--- src/rtl/mem_arb_pkg.sv ---
// Shared types and constants for the unified I/D memory port arbiter.
package mem_arb_pkg;

  typedef enum logic [1:0] {
    IDLE   = 2'd0,
    ACCESS = 2'd1,
    ACK    = 2'd2
  } state_t;

  localparam logic OWNER_I = 1'b0;
  localparam logic OWNER_D = 1'b1;

  localparam int unsigned TIMER_W = 8;

endpackage

--- src/rtl/mem_arb_timer.sv ---
// Saturating access watchdog: cleared outside ACCESS, counts ACCESS cycles,
// flags the cycle in which the access has lasted TIMEOUT_CYC cycles.
module mem_arb_timer
  import mem_arb_pkg::*;
#(
  parameter int unsigned TIMEOUT_CYC = 255
) (
  input  logic clk,
  input  logic rst_n,
  input  logic clear,
  input  logic en,
  output logic hit
);

  logic [TIMER_W-1:0] count;
  logic [TIMER_W-1:0] count_inc;

  always_comb begin
    count_inc = count;
    if (count != '1) count_inc = count + TIMER_W'(1);
  end

  // Compared against the incremented value so mem_req stays high for exactly TIMEOUT_CYC cycles.
  assign hit = en && (count_inc == TIMER_W'(TIMEOUT_CYC));

  always_ff @(posedge clk or negedge rst_n) begin
    if (!rst_n) begin
      count <= '0;
    end else if (clear) begin
      count <= '0;
    end else if (en) begin
      count <= count_inc;
    end
  end

endmodule

--- src/rtl/mem_port_arbiter.sv ---
// Arbitrates the instruction-fetch and load/store sides onto one memory port,
// sequences the handshake and returns data with a one-cycle ack.
module mem_port_arbiter
  import mem_arb_pkg::*;
#(
  parameter int unsigned STARVE_MAX  = 4,
  parameter int unsigned TIMEOUT_CYC = 255
) (
  input  logic        clk,
  input  logic        rst_n,
  input  logic        i_req,
  input  logic [31:0] i_addr,
  output logic        i_ack,
  output logic [31:0] i_rdata,
  output logic        i_err,
  input  logic        d_req,
  input  logic [31:0] d_addr,
  input  logic [3:0]  d_we,
  input  logic [31:0] d_wdata,
  output logic        d_ack,
  output logic [31:0] d_rdata,
  output logic        d_err,
  output logic        mem_req,
  output logic [31:0] mem_addr,
  output logic [3:0]  mem_we,
  output logic [31:0] mem_wdata,
  input  logic [31:0] mem_rdata,
  input  logic        mem_ready,
  output logic        busy,
  output logic        owner
);

  localparam int unsigned SW = (STARVE_MAX < 1) ? 1 : $clog2(STARVE_MAX + 1);

  state_t        state;
  logic [SW-1:0] starve;
  logic          abandoned;
  logic          timer_hit;
  logic          owner_req;
  logic          pick_d;
  logic [31:0]   rsp_rdata;

  mem_arb_timer #(
    .TIMEOUT_CYC(TIMEOUT_CYC)
  ) u_timer (
    .clk  (clk),
    .rst_n(rst_n),
    .clear(state != ACCESS),
    .en   (state == ACCESS),
    .hit  (timer_hit)
  );

  always_comb begin
    owner_req = (owner == OWNER_D) ? d_req : i_req;
    pick_d    = d_req && !(i_req && (starve == SW'(STARVE_MAX)));
    rsp_rdata = '0;
    if (mem_ready && (mem_we == '0)) rsp_rdata = mem_rdata;
  end

  assign busy = (state != IDLE);

  always_ff @(posedge clk or negedge rst_n) begin
    if (!rst_n) begin
      state     <= IDLE;
      starve    <= '0;
      abandoned <= 1'b0;
      owner     <= OWNER_I;
      mem_req   <= 1'b0;
      mem_addr  <= '0;
      mem_we    <= '0;
      mem_wdata <= '0;
      i_ack     <= 1'b0;
      i_rdata   <= '0;
      i_err     <= 1'b0;
      d_ack     <= 1'b0;
      d_rdata   <= '0;
      d_err     <= 1'b0;
    end else begin
      i_ack <= 1'b0;
      d_ack <= 1'b0;
      case (state)
        IDLE: begin
          if (i_req || d_req) begin
            state     <= ACCESS;
            mem_req   <= 1'b1;
            abandoned <= 1'b0;
            if (pick_d) begin
              owner     <= OWNER_D;
              mem_addr  <= d_addr;
              mem_we    <= d_we;
              mem_wdata <= d_wdata;
              if (i_req) starve <= starve + SW'(1);
            end else begin
              owner     <= OWNER_I;
              mem_addr  <= i_addr;
              mem_we    <= '0;
              mem_wdata <= '0;
              starve    <= '0;
            end
          end
        end
        ACCESS: begin
          // A requester that lets go mid-access still lets the memory finish, but gets no ack.
          if (!owner_req) abandoned <= 1'b1;
          if (mem_ready || timer_hit) begin
            state   <= ACK;
            mem_req <= 1'b0;
            if (owner_req && !abandoned) begin
              if (owner == OWNER_D) begin
                d_ack   <= 1'b1;
                d_rdata <= rsp_rdata;
                d_err   <= !mem_ready;
              end else begin
                i_ack   <= 1'b1;
                i_rdata <= rsp_rdata;
                i_err   <= !mem_ready;
              end
            end
          end
        end
        ACK: begin
          state <= IDLE;
        end
        default: begin
          state   <= IDLE;
          mem_req <= 1'b0;
        end
      endcase
    end
  end

endmodule

--- config.mk ---
export PLATFORM = sky130hd
export DESIGN_NAME = mem_port_arbiter
export DESIGN_NICKNAME = d
export VERILOG_FILES = /design/src/rtl/mem_arb_pkg.sv /design/src/rtl/mem_arb_timer.sv /design/src/rtl/mem_port_arbiter.sv
export SDC_FILE = /design/constraint.sdc
export NUM_CORES = 1
export LEC_CHECK = 0
export ABC_AREA = 1
export CELL_PAD_IN_SITES_DETAIL_PLACEMENT = 1
export CELL_PAD_IN_SITES_GLOBAL_PLACEMENT = 1
export CORE_ASPECT_RATIO = 0.75
export CORE_MARGIN = 2
export CORE_UTILIZATION = 48
export DETAILED_ROUTE_END_ITERATION = 16
export DONT_BUFFER_PORTS = 1
export GPL_ROUTABILITY_DRIVEN = 0
export PLACE_DENSITY_LB_ADDON = 0.1
export SLEW_MARGIN = 20
export SYNTH_ARGS = -nofsm -noshare
export SYNTH_HDL_FRONTEND = slang
export SYNTH_HIERARCHICAL = 1
export SYNTH_SLANG_ARGS = --single-unit
--- constraint.sdc ---
create_clock -name clk -period 3.2 [get_ports clk]
set_clock_uncertainty 0.15 [all_clocks]
set_input_delay 0.64 -clock clk [delete_from_list [all_inputs] [get_ports clk]]
set_output_delay 0.64 -clock clk [all_outputs]
set_load 0.05 [all_outputs]
# Yosys cells after proc, flatten, opt, wreduce, memory -nomap -nowiden
# Cells that the tools add are included.
[totals]
output_inout_bits = 139
regBits = 152
elab_cells = 79
inputBits = 137
[classes]
add_sub_neg = 2
eq_ne = 10
n_reduce_logical = 22
n_bitwise = 2
n_mux = 28
[ops]
columns = ["cell", "n"]
rows = [
  ["$mux 32", 3],
  ["$mux 8", 3],
  ["$mux 1", 14],
  ["$reduce_and 3->1", 3],
  ["$add 8x1->8 const B", 1],
  ["$eq 8x8->1 const B", 1],
  ["$ne 2x2->1 const B", 4],
  ["$ne 8x8->1 const B", 1],
  ["$reduce_and 4->1", 2],
  ["$mux 3", 2],
  ["$reduce_bool 2->1", 3],
  ["$logic_and 1x1->1", 5],
  ["$logic_not 4->1", 1],
  ["$mux 2", 2],
  ["$mux 4", 1],
  ["$pmux 2 s2", 1],
  ["$reduce_and 2->1", 2],
  ["$add 3x1->3 const B", 1],
  ["$eq 3x3->1 const B", 1],
  ["$logic_not 1->1", 3],
  ["$pmux 1 s3", 1],
  ["$eq 2x1->1 const B", 1],
  ["$eq 2x2->1 const B", 1],
  ["$logic_not 2->1", 1],
  ["4 further kinds", 6],
]

# Depth between registers and ports, before layout
# Gate-level depths: netlist of run 1.
[depth]
ltp_word = 7
mapped_depth = 16
depth_no_buf = 15

# By module
# The synthesis of run 1 kept the hierarchy.
[by_module_without_submodules]
columns = ["mod", "seq_area_each_um2", "cells_per_inst", "n_inst", "area_each_um2"]
rows = [
  ["mem_port_arbiter", 3603.5, 796, 1, 6409.9],
  ["mem_arb_timer", 200.2, 83, 1, 569.3],
]

# Worst setup path before layout of run 1
# Ideal clock, no wire load.
[synth_timing]
path_type = "register to register"
start = "register u_timer.count[0]"
end = "register d_rdata[10]"
stages_incl_launch_ff = 16
period_less_slack_ns = 2.198
setup_ns = 0.118
path_slack_ns = 1.002
path_buffers = 1
required_ns = 2.932
arrival_ns = 1.930
path_cell_list = "dfrtp_1 > ha_1 > nand2_2 > nor2_4 > nand2_4 > nand2_1 > nand2_1 > nor2_1 > nand3_1 > nor2_1 > nor2_1 > nor2_4 > nand3_1 > buf_2 > nand2_1 > nand2_1"
[synth_via]
elab_chain_cells = 6
elab_cells_between_ends = 7
classes_between = "1 x add/sub; 2 x eq/ne; 1 x mux; 3 x reduce/logical"
[synth_lines]
columns = ["item", "line_no", "source"]
rows = [
  ["start: declaration", "mem_arb_timer.sv:15", "logic [TIMER_W-1:0] count;"],
  ["start signal: assignment", "mem_arb_timer.sv:32", "count <= count_inc;"],
  ["$add 8x1->8 / $ne 8x8->1 (equally long branches)", "mem_arb_timer.sv:20", "if (count != '1) count_inc = count + TIMER_W'(1);"],
  ["$mux 8 *", "mem_arb_timer.sv:20", ""],
  ["$eq 8x8->1 *", "mem_arb_timer.sv:24", "assign hit = en && (count_inc == TIMER_W'(TIMEOUT_CYC));"],
  ["$logic_and 1x1->1 *", "mem_arb_timer.sv:24", ""],
  ["net timer_hit", "mem_port_arbiter.sv:38", "logic timer_hit;"],
  ["$logic_or 1x1->1 *", "mem_port_arbiter.sv:105", "if (mem_ready || timer_hit) begin"],
  ["$reduce_and 4->1 (no source line) *", "-", ""],
  ["end signal: assignment", "mem_port_arbiter.sv:111", "d_rdata <= rsp_rdata;"],
  ["end: declaration", "mem_port_arbiter.sv:21", "output logic [31:0] d_rdata,"],
]
# The timed path passes the listed nets; every way through them passes the cells marked *.
# A chain may end at the register's enable or synchronous reset.

# Worst setup path after layout of run 1
[layout_timing]
start = "register u_timer.count[0]"
end = "register d_rdata[28]"
# Same word-level chain as after synthesis.

==> results.py, run 1 <==
metrics = {
    "sta": {
        "slew_headroom_pct": 51.6,
        "post-route-min-period_ns": 2.77,
        "whs_ns": -0.234,
        "rsz0062_at_grt": "no",
        "report.final.slew_viol_count": 0,
        "fin_crit_sh_pct": 86.6,
        "hold_violations": 152,
        "worst_slew_pin_slew_ns": 0.724,
        "fmax_ghz": 0.361,
        "final.setup.tns_ns": 0,
        "finalSetupViolations": 0,
    },
    "layout": {
        "layout-drive-gt1-share_pct": 7.05,
        "nNetsFinal": 1007,
        "ff_latch_area_sq_mm": 0.00380,
        "syn_to_final_growth_pct": 10.2,
        "final_area_sq_mm": 0.00769,
        "filler_cell_count": 1751,
        "multi_input_area_sq_mm": 0.00262,
    },
    "worst_setup_path": {
        "crit_family": "simple AND/OR/NAND/NOR gates",
        "cpMostUsedCell": "nand2_1",
        "cp.arrival_ns": 2.98,
        "rrSetupSlack_ns": 0.43,
        "critPathBufInv": 2,
        "required_ns": 3.40,
        "crit_path_max_incr_delay_ns": 0.46,
        "start_kind": "register",
        "crit_path_end_kind": "register",
        "path_cells": "ha_1 > nand2_2 > nor2_4 > nand2_4 > nand2_2 > nand2_1 > nor2_1 > nand3_1 > nor2_1 > inv_1 > nand2_1 > nand3_2 > nor2_4 > buf_4 > nand2_1 > nand2_1",
        "reg2reg_depth": 16,
        "crit_path_top_delay_cell": "dfrtp_1",
        "crit_cells": 16,
        "crit_fanout": 33,
        "crit_type": "reg -> reg",
    },
    "clock_network": {
        "path_clk_slew_ns": 0.06,
        "cts_setup_buffers": 0,
        "insertion_delay_ns": 0.41,
        "cts_buffers": 17,
        "cts_tree": "yes",
        "root_buffer": "clkbuf_16",
        "cts-htree-levels": 4,
        "clk_path_buf_depth": 2,
        "clock_sinks": 152,
    },
    "synth": {
        "syn_inst": 879,
        "syn-num-nets": 1019,
        "ys_seq_area_share_pct": 54.5,
        "postSynthRegisterBits": 152,
        "syn_avg_cell_area_sq_um": 7.94,
        "synth_area_sq_mm": 0.00698,
        "yosys_warnings": 6,
        "synth_cell_types": 28,
    },
    "floorplanning": {
        "initial_core_util_pct": 48.6,
        "die_h_microns": 108,
        "fp.dieW_microns": 143,
        "dieArea_sq_mm": 0.0155,
        "core_sq_mm": 0.0144,
        "rows": 38,
        "io_pins": 276,
    },
    "drt": {
        "vias": 5636,
        "route.detailed.drc": 0,
        "initialDrtViolationCount": 254,
        "postRouteAntennaNets": 0,
        "drt-total-wl_microns": 19600,
        "drt_pass1_iterations": 4,
        "wire_per_inst_microns": 18.1,
        "vias_per_cell": 5.22,
    },
    "grt": {
        "grt_use_met1_pct": 31.3,
        "grt_usage_pct": 25.7,
        "grt_max_degree": 153,
        "grt_first_pass_wirelength_microns": 31100,
        "use_met2_pct": 42.4,
        "grt_use_met3_pct": 8.90,
        "grt_antenna_before_repair": 1,
        "grt_pass1_vias": 5989,
        "grt_busiest_layer": "met2",
        "grt.overflow.total": 0,
    },
    "job": {
        "drv_cap": 0,
    },
    "outcome": {
        "failed_checks": "hold timing",
        "status": "finished, violations left",
    },
    "placement": {
        "place_area_sq_mm": 0.00708,
        "portBuffers": 0,
        "dp_hpwl_microns": 13700,
    },
    "hold_path": {
        "hp-class": "in -> async",
    },
    "power": {
        "powerDensity_mw_per_mm2": 1210,
        "peakVddDrop_v": 0.000580,
        "leakage_nw": 4.33,
    },
}
[report_power, final]
group          total (mW)  switching, mW  internal (mW)
clock network        2.05          0.787           1.27
logic                1.61           1.10          0.515
registers            5.66           3.07           2.59
total                9.32           4.95           4.37
[cell type report]
cell class	count	area share [%]
multi-input combinational	598	34.0
clock buffer	20	5.94
antenna	1	0.0325
timing repair buffer	8	0.944
sequential	152	49.5
clock inverter	11	1.92
inverter	90	4.43
tap	200	3.25
[metrics by stage]
| stage | worst slack (ns) | power [mW] | util (%) | instances | hold slack, ns |
|---|---|---|---|---|---|
| floorplan | 1.00 | 6.74 | - | 879 | 0.194 |
| CTS | 0.485 | 9.39 | 53.5 | 1079 | -0.255 |
| detailed placement | 0.515 | 7.31 | 49.3 | 1048 | 0.199 |
| global route | 0.0961 | 9.81 | 53.5 | 1080 | -0.272 |
| global placement | 0.654 | 7.18 | 49.3 | 1048 | 0.198 |
| finish | 0.428 | 9.32 | 53.5 | 1080 | -0.234 |
[metal layers]
metal	routed length, microns	up-vias
li1	-	2634
met5	0	-
met1	8100	2775
met3	1520	33
met4	449	0
met2	9520	194
[placed cells by master, fill, tap and decap left out, types with 2 or more instances in the layout]
cell type,count
buf_4,7
nor2_2,3
o21ai_0,15
nand3_2,2
dfrtp_1,152
clkinv_4,3
clkbuf_16,17
nand2_2,5
clkbuf_8,2
nand4_1,4
nand3b_1,33
o22ai_1,2
nor2_1,45
nor2_8,2
bufinv_16,3
clkinv_2,3
nand3_1,47
inv_1,84
a21oi_1,2
nor2_4,5
inv_2,5
nand2_1,425
ha_1,3
[path summary, 6_finish.rpt]
| path | start | end |
|---|---|---|
| setup reg to reg | u_timer/count[0] | d_rdata[28] |
| min in group clk | d_wdata[19] | mem_wdata[19] |
| max in group asynchronous | rst_n | mem_wdata[0] |
| setup / recovery | u_timer/count[0] | d_rdata[28] |
| hold / removal | rst_n | d_rdata[24] |
| hold reg to reg | starve[2] | starve[2] |
[cell usage after synthesis]
| cell type | number | area share [%] |
|---|---|---|
| a21oi_1 | 2 | 0.14 |
| o21ai_0 | 15 | 1.1 |
| o22ai_1 | 2 | 0.18 |
| inv_4 | 1 | 0.090 |
| nand2_4 | 1 | 0.16 |
| nor2_2 | 3 | 0.27 |
| nor2_4 | 5 | 0.81 |
| xor2_1 | 1 | 0.13 |
| nor2_8 | 2 | 0.57 |
| nand3_1 | 47 | 3.4 |
| buf_1 | 1 | 0.054 |
| inv_2 | 5 | 0.27 |
| clkbuf_1 | 8 | 0.43 |
| nand3b_1 | 33 | 3.5 |
| inv_1 | 84 | 4.5 |
| dfrtp_1 | 152 | 54 |
| nand2_2 | 5 | 0.45 |
| nand4_1 | 4 | 0.36 |
| o21ai_1 | 1 | 0.072 |
| ha_1 | 3 | 0.54 |
| a21o_1 | 1 | 0.11 |
| nand2_1 | 425 | 23 |
| buf_6 | 3 | 0.48 |
| buf_4 | 7 | 0.75 |
| xnor2_1 | 1 | 0.13 |
| buf_2 | 20 | 1.4 |
| nor2_1 | 45 | 2.4 |
| nand3_2 | 2 | 0.29 |
[repair_timing]
item,in CTS,in global routing
endpoints found under the hold margin,152,152
gates resized for setup,0,0
endpoints found under the setup margin,0,0
[registers in the layout (all words and copies together), names as in the netlist]
name and count:
state 2, i_ack 1, abandoned 1, starve 3, mem_we 4, mem_wdata 32
d_ack 1, mem_addr 32, i_err 1, d_rdata 32, u_timer/count 8, owner 1
i_rdata 32, d_err 1, mem_req 1
[logic make-up (layout without fill, tap and decap cells)]
kind of cell / Yosys count / count (layout) / share of synthesized area (%)
flops: 152 / 152 / 54.5
xor+xnor: 2 / 2 / 0.251
other cells: 0 / 1 / 0
fa+ha+maj: 3 / 3 / 0.538
simple gates: 572 / 572 / 35.1
compound gates: 21 / 21 / 1.58
buf+inv: 129 / 129 / 8.03
(Power assumes the default switching activity.)
==> run 2: changes to the inputs <==
- CORE_UTILIZATION: 48 -> 45
==> run 2 against run 1 <==
Cell count is 0.93% higher. Critical endpoint is now i_rdata[17]. Total power is 0.41% lower. The flow still finishes with violations (hold timing). First-iteration DRC count rose by 15%. Register-to-register slack better by 0.08 ns. Flip-flop and latch count unchanged. Via count is 1.1% lower. Final area rose by 0.29%. Non-clock buffer count increased by 5. Clock power barely moved.
==> results.py, run 2 (synthesized netlist as in run 1, its figures left out) <==
metrics = {
    "clock_network": {
        "insertion_delay_ns": 0.42,
        "cts_buffers": 17,
        "path_clk_slew_ns": 0.07,
        "clock_sinks": 152,
        "cts_tree": "yes",
        "clk_path_buf_depth": 2,
        "cts-htree-levels": 4,
        "root_buffer": "clkbuf_16",
    },
    "hold_path": {
        "hp-class": "in -> async",
    },
    "worst_setup_path": {
        "crit_type": "reg -> reg",
        "crit_path_end_kind": "register",
        "cp.arrival_ns": 2.91,
        "required_ns": 3.41,
        "start_kind": "register",
        "crit_fanout": 33,
    },
    "layout": {
        "layout_commonest_cell": "nand2_1",
        "final_area_sq_mm": 0.00771,
        "layout-drive-gt1-share_pct": 7.69,
        "syn_to_final_growth_pct": 10.5,
        "fin_util_pct": 50.8,
        "final_cell_mix": "nand2_1 (425), dfrtp_1 (152), inv_1 (84)",
        "nNetsFinal": 1012,
    },
    "sta": {
        "final.setup.tns_ns": 0,
        "report.final.slew_viol_count": 0,
        "fin_crit_sh_pct": 84.3,
        "hold_violations": 152,
        "setup_ws_ns": 0.503,
        "worst_slew_pin_slew_ns": 0.741,
        "finalSetupViolations": 0,
        "post-route-min-period_ns": 2.70,
        "rsz0062_at_grt": "no",
        "slew_headroom_pct": 50.4,
        "whs_ns": -0.241,
        "fmax_ghz": 0.371,
    },
    "outcome": {
        "failed_checks": "hold timing",
        "status": "finished, violations left",
    },
    "grt": {
        "grt_antenna_before_repair": 1,
        "grt.overflow.total": 0,
        "grt_pass1_vias": 5934,
        "grt_usage_pct": 24.2,
        "grt_first_pass_wirelength_microns": 31300,
        "grt_max_degree": 153,
    },
    "drt": {
        "wire_per_inst_microns": 17.7,
        "vias_per_cell": 5.11,
        "postRouteAntennaNets": 0,
        "wl_met1_microns": 7970,
        "drt_pass1_iterations": 4,
        "highest_layer": "met4",
        "vias": 5572,
        "initialDrtViolationCount": 293,
        "route.detailed.drc": 0,
        "met3_length_microns": 1570,
        "route.met2.wl_microns": 9420,
        "drt-total-wl_microns": 19300,
    },
    "floorplanning": {
        "fp.dieW_microns": 148,
        "dieArea_sq_mm": 0.0165,
        "io_pins": 276,
        "die_h_microns": 112,
        "core_sq_mm": 0.0152,
        "initial_core_util_pct": 46.0,
        "rows": 39,
    },
    "placement": {
        "place_area_sq_mm": 0.00710,
        "dp_hpwl_microns": 13800,
        "portBuffers": 0,
        "pre_cts_slack_ns": 0.344,
    },
    "job": {
        "drv_cap": 0,
    },
    "power": {
        "powerDensity_mw_per_mm2": 1200,
        "peakVddDrop_v": 0.000522,
        "leakage_nw": 4.33,
    },
}
==> run 2: cell types whose count changed in the layout (fill, tap and decap cells not counted), sizes merged <==
| cell | before | now |
|---|---|---|
| buf | 8 | 13 |
| bufinv | 3 | 2 |
| clkbuf | 20 | 19 |
| clkinv | 6 | 2 |
| clkinvlp | 1 | 4 |
| inv | 91 | 94 |
==> run 2: path summary, 6_finish.rpt <==
check	from	to	slack [ns]	cells past startpoint
max in group asynchronous	rst_n	u_timer/count[1]	2.91	0
min in group clk	d_wdata[13]	mem_wdata[13]	0.17	2
setup reg to reg	u_timer/count[0]	i_rdata[17]	0.50	14
setup / recovery	u_timer/count[0]	i_rdata[17]	0.50	14
hold / removal	rst_n	i_rdata[20]	-0.24	0
hold reg to reg	starve[2]	starve[2]	0.45	2
==> run 2: timing repair <==
action	in CTS	in global routing
endpoints found under the hold margin	152	152
setup endpoints to repair	0	1
resized for setup	0	0
buffers inserted	0	2
==> run 2: worst max-delay path: stages (launching register included) <==
cell,delay [ns]
dfrtp_1,0.46
ha_1,0.26
nand3_1,0.16
nor2_1,0.19
o21ai_0,0.13
o21ai_1,0.12
nand3_1,0.12
nor2_1,0.14
inv_1,0.05
nand2_1,0.08
nand3_2,0.13
nor2_4,0.10
buf_4,0.34
nand2_1,0.11
nand2_1,0.08
==> run 2: final cells by class <==
| cell class | count | area (sq um) |
|---|---|---|
| fillers | 1865 | 7460 |
| flip-flops and latches | 152 | 3800 |
| multi-input cells | 598 | 2620 |
| clock buffers | 19 | 453 |
| inverters | 90 | 340 |
| well taps | 205 | 256 |
| clock inverters | 12 | 143 |
| repair buffers | 13 | 97.6 |
| diodes | 1 | 2.50 |
==> run 2: per-layer routing <==
metal / vias to the layer above / track usage (%)
met5: - / 0
met4: 0 / 7.18
met3: 24 / 9.51
met2: 197 / 40.2
met1: 2705 / 29.5
li1: 2646 / -
==> run 2: power by group <==
part	switching, mW	internal [mW]	leakage (nW)	total (mW)
logic	1.07	0.522	2.05	1.59
registers	3.07	2.59	2.00	5.66
clock network	0.835	1.20	0.279	2.03
==> run 2: through the flow <==
stage | power, mW | instances
final | 9.28 | 1090
after global routing | 9.78 | 1090
after CTS | 9.38 | 1087
after detailed placement | 7.32 | 1056
after global placement | 7.20 | 1056
after floorplan | 6.74 | 879
